`config.mk`:
```
export PLATFORM = sky130hd
export DESIGN_NAME = bs4_seq_shifter_flat
export DESIGN_NICKNAME = d
export VERILOG_FILES = /design/src/rtl/bs4_seq_shifter_if.sv /design/src/rtl/bs4_seq_shifter.sv /design/src/flat_wrapper.sv
export SDC_FILE = /design/constraint.sdc
export NUM_CORES = 1
export LEC_CHECK = 0
export BUFFER_PORTS_ARGS = -buffer_cell sky130_fd_sc_hd__buf_2
export CORE_UTILIZATION = 54
export DETAILED_ROUTE_END_ITERATION = 7
export PLACE_DENSITY = 0.81
export SETUP_SLACK_MARGIN = 0.5
export SYNTH_ARGS = -nofsm -noshare
export SYNTH_HDL_FRONTEND = slang
export SYNTH_SLANG_ARGS = --single-unit
```
`constraint.sdc`:
```
create_clock -name clk -period 4.1 [get_ports clk]
set_input_delay 0 -clock clk [delete_from_list [all_inputs] [get_ports clk]]
set_output_delay 0 -clock clk [all_outputs]
set_load 0.02 [all_outputs]
```
`src/rtl/bs4_seq_shifter_if.sv`:
```
// Request/result bundle for the iterative shift/rotate unit.
// The master drives the request fields; the slave returns busy/done/dout.
interface bs4_seq_shifter_if #(
    parameter int WIDTH = 4,
    parameter int AMT_W = 2
);
    logic             start;
    logic [WIDTH-1:0] din;
    logic [AMT_W-1:0] amt;
    logic             dir;
    logic             rot;
    logic             arith;
    logic             busy;
    logic             done;
    logic [WIDTH-1:0] dout;

    modport master (
        output start, din, amt, dir, rot, arith,
        input  busy, done, dout
    );

    modport slave (
        input  start, din, amt, dir, rot, arith,
        output busy, done, dout
    );
endinterface

```
`src/rtl/bs4_seq_shifter.sv`:
```
// Iterative shift/rotate unit: one single-bit step per clock, held result with done strobe.
// Optional sign-fill right shift is enabled by defining BS4_ARITH_SHIFT_EN.
//
// state | meaning
// IDLE  | waiting for start
// SHIFT | one single-bit step per clock, count holds steps remaining
// DONE  | one-cycle result strobe; start here chains the next operation
module bs4_seq_shifter #(
    parameter int WIDTH = 4,
    parameter int AMT_W = 2
) (
    input  logic               clk,
    input  logic               rst_n,
    bs4_seq_shifter_if.slave   bus
);
    typedef enum logic [1:0] {
        IDLE  = 2'd0,
        SHIFT = 2'd1,
        DONE  = 2'd2
    } state_t;

    state_t           state;
    logic [WIDTH-1:0] sreg;
    logic [AMT_W-1:0] count;
    logic             dir_q;
    logic             rot_q;
    logic [WIDTH-1:0] dout_q;
    logic             fill;

    // fill is the bit entering the MSB on a non-rotating right step
`ifdef BS4_ARITH_SHIFT_EN
    logic arith_q;
    assign fill = arith_q & sreg[WIDTH-1];
`else
    logic unused_arith;
    assign unused_arith = bus.arith;
    assign fill         = 1'b0;
`endif

    function automatic logic [WIDTH-1:0] step(
        input logic [WIDTH-1:0] q,
        input logic             d,
        input logic             r,
        input logic             f
    );
        logic [WIDTH-1:0] res;
        res = q;
        if (r) begin
            res = d ? {q[0], q[WIDTH-1:1]} : {q[WIDTH-2:0], q[WIDTH-1]};
        end else begin
            res = d ? {f, q[WIDTH-1:1]} : {q[WIDTH-2:0], 1'b0};
        end
        return res;
    endfunction

    always_ff @(posedge clk or negedge rst_n) begin
        if (!rst_n) begin
            state   <= IDLE;
            sreg    <= '0;
            count   <= '0;
            dir_q   <= 1'b0;
            rot_q   <= 1'b0;
            dout_q  <= '0;
`ifdef BS4_ARITH_SHIFT_EN
            arith_q <= 1'b0;
`endif
        end else begin
            case (state)
                IDLE, DONE: begin
                    if (bus.start) begin
                        sreg  <= bus.din;
                        count <= bus.amt;
                        dir_q <= bus.dir;
                        rot_q <= bus.rot;
`ifdef BS4_ARITH_SHIFT_EN
                        arith_q <= bus.arith;
`endif
                        if (bus.amt == '0) begin
                            dout_q <= bus.din;
                            state  <= DONE;
                        end else begin
                            state  <= SHIFT;
                        end
                    end else begin
                        state <= IDLE;
                    end
                end
                SHIFT: begin
                    sreg  <= step(sreg, dir_q, rot_q, fill);
                    count <= count - AMT_W'(1);
                    if (count == AMT_W'(1)) begin
                        dout_q <= step(sreg, dir_q, rot_q, fill);
                        state  <= DONE;
                    end
                end
                default: state <= IDLE;
            endcase
        end
    end

    assign bus.busy = (state == SHIFT);
    assign bus.done = (state == DONE);
    assign bus.dout = dout_q;
endmodule

```
`src/flat_wrapper.sv`:
```
// flat-port wrapper written by rule: the top's interface ports become plain ports
module bs4_seq_shifter_flat 
#(
    parameter int WIDTH = 4,
    parameter int AMT_W = 2
)
  (clk, rst_n, bus_start, bus_din, bus_amt, bus_dir, bus_rot, bus_arith, bus_busy, bus_done, bus_dout);
  bs4_seq_shifter_if #(.WIDTH(WIDTH), .AMT_W(AMT_W)) bus_i ();
  input  logic clk;
  input  logic rst_n;
  input wire logic [$bits(bus_i.start)-1:0] bus_start;
  input wire logic [$bits(bus_i.din)-1:0] bus_din;
  input wire logic [$bits(bus_i.amt)-1:0] bus_amt;
  input wire logic [$bits(bus_i.dir)-1:0] bus_dir;
  input wire logic [$bits(bus_i.rot)-1:0] bus_rot;
  input wire logic [$bits(bus_i.arith)-1:0] bus_arith;
  output wire logic [$bits(bus_i.busy)-1:0] bus_busy;
  output wire logic [$bits(bus_i.done)-1:0] bus_done;
  output wire logic [$bits(bus_i.dout)-1:0] bus_dout;
  assign bus_i.start = bus_start;
  assign bus_i.din = bus_din;
  assign bus_i.amt = bus_amt;
  assign bus_i.dir = bus_dir;
  assign bus_i.rot = bus_rot;
  assign bus_i.arith = bus_arith;
  assign bus_busy = bus_i.busy;
  assign bus_done = bus_i.done;
  assign bus_dout = bus_i.dout;
  bs4_seq_shifter #(.WIDTH(WIDTH), .AMT_W(AMT_W)) u_core (.clk(clk), .rst_n(rst_n), .bus(bus_i));
endmodule
```
==> metrics.txt <==
# TYPE chip_impl_metric gauge
chip_impl_metric{name="seqPwrFrac",unit=""} 0.393
chip_impl_metric{name="timing.max_slew.rel_slack",unit=""} 0.746
chip_impl_metric{name="route.antenna.remaining_nets",unit=""} 0
chip_impl_info{name="worst_hold_path_type",value="primary input to flip-flop"} 1
chip_impl_metric{name="post_synth_instance_area",unit="sq um"} 729
chip_impl_metric{name="layout-drive-gt1-share",unit=""} 0.451
chip_impl_metric{name="cts_buffer_depth",unit=""} 2
chip_impl_metric{name="ios",unit=""} 18
chip_impl_metric{name="synth_top_area_share",unit=""} 0.480
chip_impl_metric{name="cp.required",unit="ns"} 4.26
chip_impl_info{name="holdCritStartpoint",value="bus_amt[0]"} 1
chip_impl_metric{name="placementRows",unit=""} 12
chip_impl_metric{name="power_dissipated_by_switching_net_loads",unit="mW"} 0.275
chip_impl_metric{name="holdPathStages",unit=""} 3
chip_impl_metric{name="synth.ff_latch_count",unit=""} 14
chip_impl_metric{name="vias",unit=""} 531
chip_impl_metric{name="finalHoldViolCount",unit=""} 0
chip_impl_metric{name="cts.sink_count",unit=""} 14
chip_impl_info{name="start_kind",value="flip-flop"} 1
chip_impl_metric{name="place.gp.congestion",unit=""} 0.707
chip_impl_metric{name="grt_pass1_vias",unit=""} 542
chip_impl_metric{name="period_needed",unit="ns"} 1.72
chip_impl_metric{name="worst_path_largest_cell_delay",unit="ns"} 0.59
chip_impl_metric{name="initial_core_util",unit=""} 0.615
chip_impl_metric{name="met2WireLength",unit="um"} 690
chip_impl_metric{name="max_cap_violations",unit=""} 0
chip_impl_metric{name="wl_met3",unit="um"} 59
chip_impl_metric{name="die_y",unit="um"} 38.8
chip_impl_metric{name="core_area",unit="sq um"} 1190
chip_impl_metric{name="power.clock.fraction",unit=""} 0.109
chip_impl_info{name="timing.setup.critical_path_class",value="flip-flop to flip-flop"} 1
chip_impl_metric{name="synth_seq_area_share",unit=""} 0.480
chip_impl_metric{name="slew_viol_final",unit=""} 0
chip_impl_metric{name="netlist-cell-type-count",unit=""} 26
chip_impl_metric{name="final-setup-viol-count",unit=""} 0
chip_impl_metric{name="avgRoutedWirePerCell",unit="um"} 14.7
chip_impl_info{name="cp_slowest_cell",value="or4b_4"} 1
chip_impl_metric{name="drcViolationCount",unit=""} 0
chip_impl_metric{name="design.die.area",unit="sq um"} 1500
chip_impl_metric{name="p_leak",unit="nW"} 0.413
chip_impl_metric{name="drt-total-wl",unit="um"} 1420
chip_impl_metric{name="netSwitchingFraction",unit=""} 0.395
chip_impl_metric{name="synth.net_count",unit=""} 73
chip_impl_metric{name="power_frac_comb",unit=""} 0.498
chip_impl_info{name="ys_top_cells_by_area",value="dfrtp_1 48%, mux2_2 12%, mux2i_1 4.1%, mux2_4 4.1%, o31ai_2 3.4%"} 1
chip_impl_metric{name="timing.clock.skew",unit="ns"} 0.00189
chip_impl_metric{name="port_buffers",unit=""} 16
chip_impl_info{name="worstPathCellList",value="or4b_4 -> and2_4 -> clkinv_4 -> mux2_4"} 1
chip_impl_metric{name="syn2layout_area_growth",unit="%"} 21.4
chip_impl_metric{name="tritoncts.num_buffers",unit=""} 3
chip_impl_metric{name="place.detailed.hpwl",unit="um"} 1090
chip_impl_metric{name="irDropWorstVdd",unit="mV"} 0.466
chip_impl_metric{name="first_pass_iters",unit=""} 2
chip_impl_info{name="netlist.top_cell.by_area",value="dfrtp_1"} 1
chip_impl_metric{name="regToRegSetupSlack",unit="ns"} 2.38
chip_impl_metric{name="critical_path_peak_fanout",unit=""} 9
chip_impl_info{name="timing.rr.end",value="u_core.bus.dout[2]"} 1
chip_impl_info{name="tritoncts",value="done"} 1
chip_impl_info{name="top_layer",value="met4"} 1
chip_impl_metric{name="layout.nets",unit=""} 97
chip_impl_metric{name="clock_insertion_delay_worst_skew",unit="ns"} 0.27
chip_impl_metric{name="timing.final.ws_setup",unit="ns"} 2.38
chip_impl_info{name="clock_tree.root_cell",value="clkbuf_4"} 1
chip_impl_metric{name="cts_htree_levels",unit=""} 1
chip_impl_metric{name="placement.setup.worst_slack",unit="ns"} 2.38
chip_impl_info{name="run_status",value="completed"} 1
chip_impl_metric{name="count_of_buffering_cells_on_the_critical_path_with_inverters_included",unit=""} 1
chip_impl_metric{name="worst_r2r_path_depth",unit=""} 4
chip_impl_metric{name="met1Wirelength",unit="um"} 651
chip_impl_metric{name="postSynthCellCount",unit=""} 60
chip_impl_metric{name="tightest_slew",unit="ns"} 0.378
chip_impl_metric{name="grt_usage",unit=""} 0.256
chip_impl_metric{name="worst_setup_hold_path_clk_slew",unit="ns"} 0.08
chip_impl_metric{name="grt_pass1_wl",unit="um"} 2440
chip_impl_metric{name="syn-mean-instance-area",unit="sq um"} 12.2
chip_impl_info{name="worst_setup_path_end_kind",value="flip-flop"} 1
chip_impl_metric{name="maximum_number_of_pins_on_one_net_before_global_route_repair",unit=""} 15
chip_impl_info{name="r2r_start",value="u_core.state[0]"} 1
chip_impl_metric{name="tns",unit="ns"} 0
chip_impl_metric{name="arrival_time_at_the_worst_endpoint",unit="ns"} 1.88
chip_impl_metric{name="power.density",unit="nW/um^2"} 787
chip_impl_metric{name="grt-ovfl-total",unit=""} 0
chip_impl_metric{name="antenna_found_initial",unit=""} 0
chip_impl_info{name="setup_repair_after_global_routing_missed_its_margin",value="no"} 1
chip_impl_metric{name="power.internal",unit="mW"} 0.422
chip_impl_metric{name="vias_per_cell",unit=""} 5.53
chip_impl_metric{name="fin_crit_sh",unit=""} 0.419
chip_impl_metric{name="die-width",unit="um"} 38.8
chip_impl_info{name="hold-path-endpoint",value="u_core.state[0]"} 1
chip_impl_metric{name="n_fill_cell",unit=""} 93
chip_impl_metric{name="max_freq",unit="GHz"} 0.582
chip_impl_metric{name="detail_route.iter0.violations",unit=""} 6
chip_impl_info{name="crit_family",value="simple AND/OR/NAND/NOR gates"} 1
chip_impl_metric{name="antenna_diode_count",unit=""} 0
chip_impl_metric{name="ys_warn_count",unit=""} 0
synthesized netlist by cell type:
master	n
a21oi_1	3
nand3b_1	1
a311oi_1	1
ha_1	1
mux2i_1	3
and3b_1	1
o2bb2ai_1	1
o21ai_0	3
nand3_1	2
inv_2	1
clkbuf_1	1
and2_4	1
clkinv_4	1
a211oi_1	2
or4b_4	1
inv_1	1
nor2_1	3
dfrtp_1	14
nor2b_1	2
mux2_4	2
mux2_2	8
and2b_2	2
xnor2_1	1
nand2b_1	1
o31ai_2	2
nand2_1	1
worst register-to-register path, delay by kind of cell (launching register included):
family / cells / cell delay [ns]
mux: 1 / 0.29
simple gates: 2 / 0.79
flops: 1 / 0.47
buf+inv: 1 / 0.06
layout by cell type (no fill, tap or decap), drive strengths merged:
master | synthesis | layout
buf | 0 | 16
dfrtp | 14 | 14
mux2 | 10 | 10
dlygate4sd3 | 0 | 4
nor2 | 3 | 3
a21oi | 3 | 3
o21ai | 3 | 3
mux2i | 3 | 3
clkbuf | 1 | 3
and2b | 2 | 2
nor2b | 2 | 2
nand3 | 2 | 2
o31ai | 2 | 2
a211oi | 2 | 2
inv | 2 | 2
nand2b | 1 | 1
nand3b | 1 | 1
or4b | 1 | 1
and2 | 1 | 1
a311oi | 1 | 1
and3b | 1 | 1
o2bb2ai | 1 | 1
clkinv | 1 | 1
xnor2 | 1 | 1
nand2 | 1 | 1
ha | 1 | 1
cell type report:
class                      instances  area [sq um]  share of cell area
sequential                        14           350               0.395
tap                               14          17.5              0.0198
inverter                           3          16.3              0.0184
timing repair buffer              20           120               0.136
clock buffer                       3          22.5              0.0254
multi-input combinational         42           359               0.405
cells by family (layout without fill, tap and decap cells):
group / after synthesis / in the layout / share of synthesized area
compound gates: 12 / 12 / 0.120
xor+xnor: 1 / 1 / 0.0120
fa+ha+maj: 1 / 1 / 0.0171
buf+inv: 4 / 26 / 0.0274
flops: 14 / 14 / 0.480
mux: 13 / 13 / 0.206
simple gates: 15 / 15 / 0.137
registers in the layout, indices dropped and copies added (netlist names):
signal	flops
u_core.dir_q	1
u_core.count	2
u_core.rot_q	1
u_core.sreg	4
u_core.state	2
u_core.bus.dout	4
layer usage:
layer  GRT usage  vias up
met5           0        -
met4       0.155        0
met3      0.0578        2
met2       0.400       11
met1       0.318      254
li1            -      264
power by group through the flow:
stage                     Clock [mW]  Combinational [mW]  Sequential (mW)
after floorplan                    0               0.250            0.284
after global placement             0               0.335            0.271
after detailed placement           0               0.350            0.277
after CTS                     0.0779               0.353            0.274
after global routing          0.0851               0.385            0.286
final                         0.0761               0.347            0.274
worst max-delay path by stage:
stage / startpoint / to / slack [ns] / depth (start not counted)
2_1_floorplan: u_core.state[0] / u_core.bus.dout[1] / 2.48 / 4
3_3_place_gp: u_core.state[0] / u_core.bus.dout[1] / 2.42 / 4
3_5_place_dp: u_core.state[0] / u_core.bus.dout[2] / 2.38 / 4
4_1_cts: u_core.state[0] / u_core.bus.dout[1] / 2.38 / 4
5_1_grt: u_core.state[0] / u_core.bus.dout[2] / 2.33 / 4
6_report: u_core.state[0] / u_core.bus.dout[2] / 2.38 / 4
what timing repair did:
| item | CTS | global route |
|---|---|---|
| hold endpoints to repair | 17 | 0 |
| resized for setup | 0 | 0 |
| hold buffers | 4 | 0 |
| setup buffers | 0 | 0 |
metrics by stage:
| step | area [sq um] | std cells | hold slack [ns] | total power, mW | util |
|---|---|---|---|---|---|
| after floorplan | 729 | 60 | -0.296 | 0.534 | - |
| after global placement | 823 | 89 | -0.0919 | 0.606 | 0.694 |
| after detailed placement | 823 | 89 | -0.0901 | 0.627 | 0.694 |
| after CTS | 886 | 96 | 0.000777 | 0.705 | 0.747 |
| after global routing | 886 | 96 | 0.0286 | 0.756 | 0.747 |
| final | 886 | 96 | 0.00921 | 0.697 | 0.747 |
(Power assumes the default switching activity.)
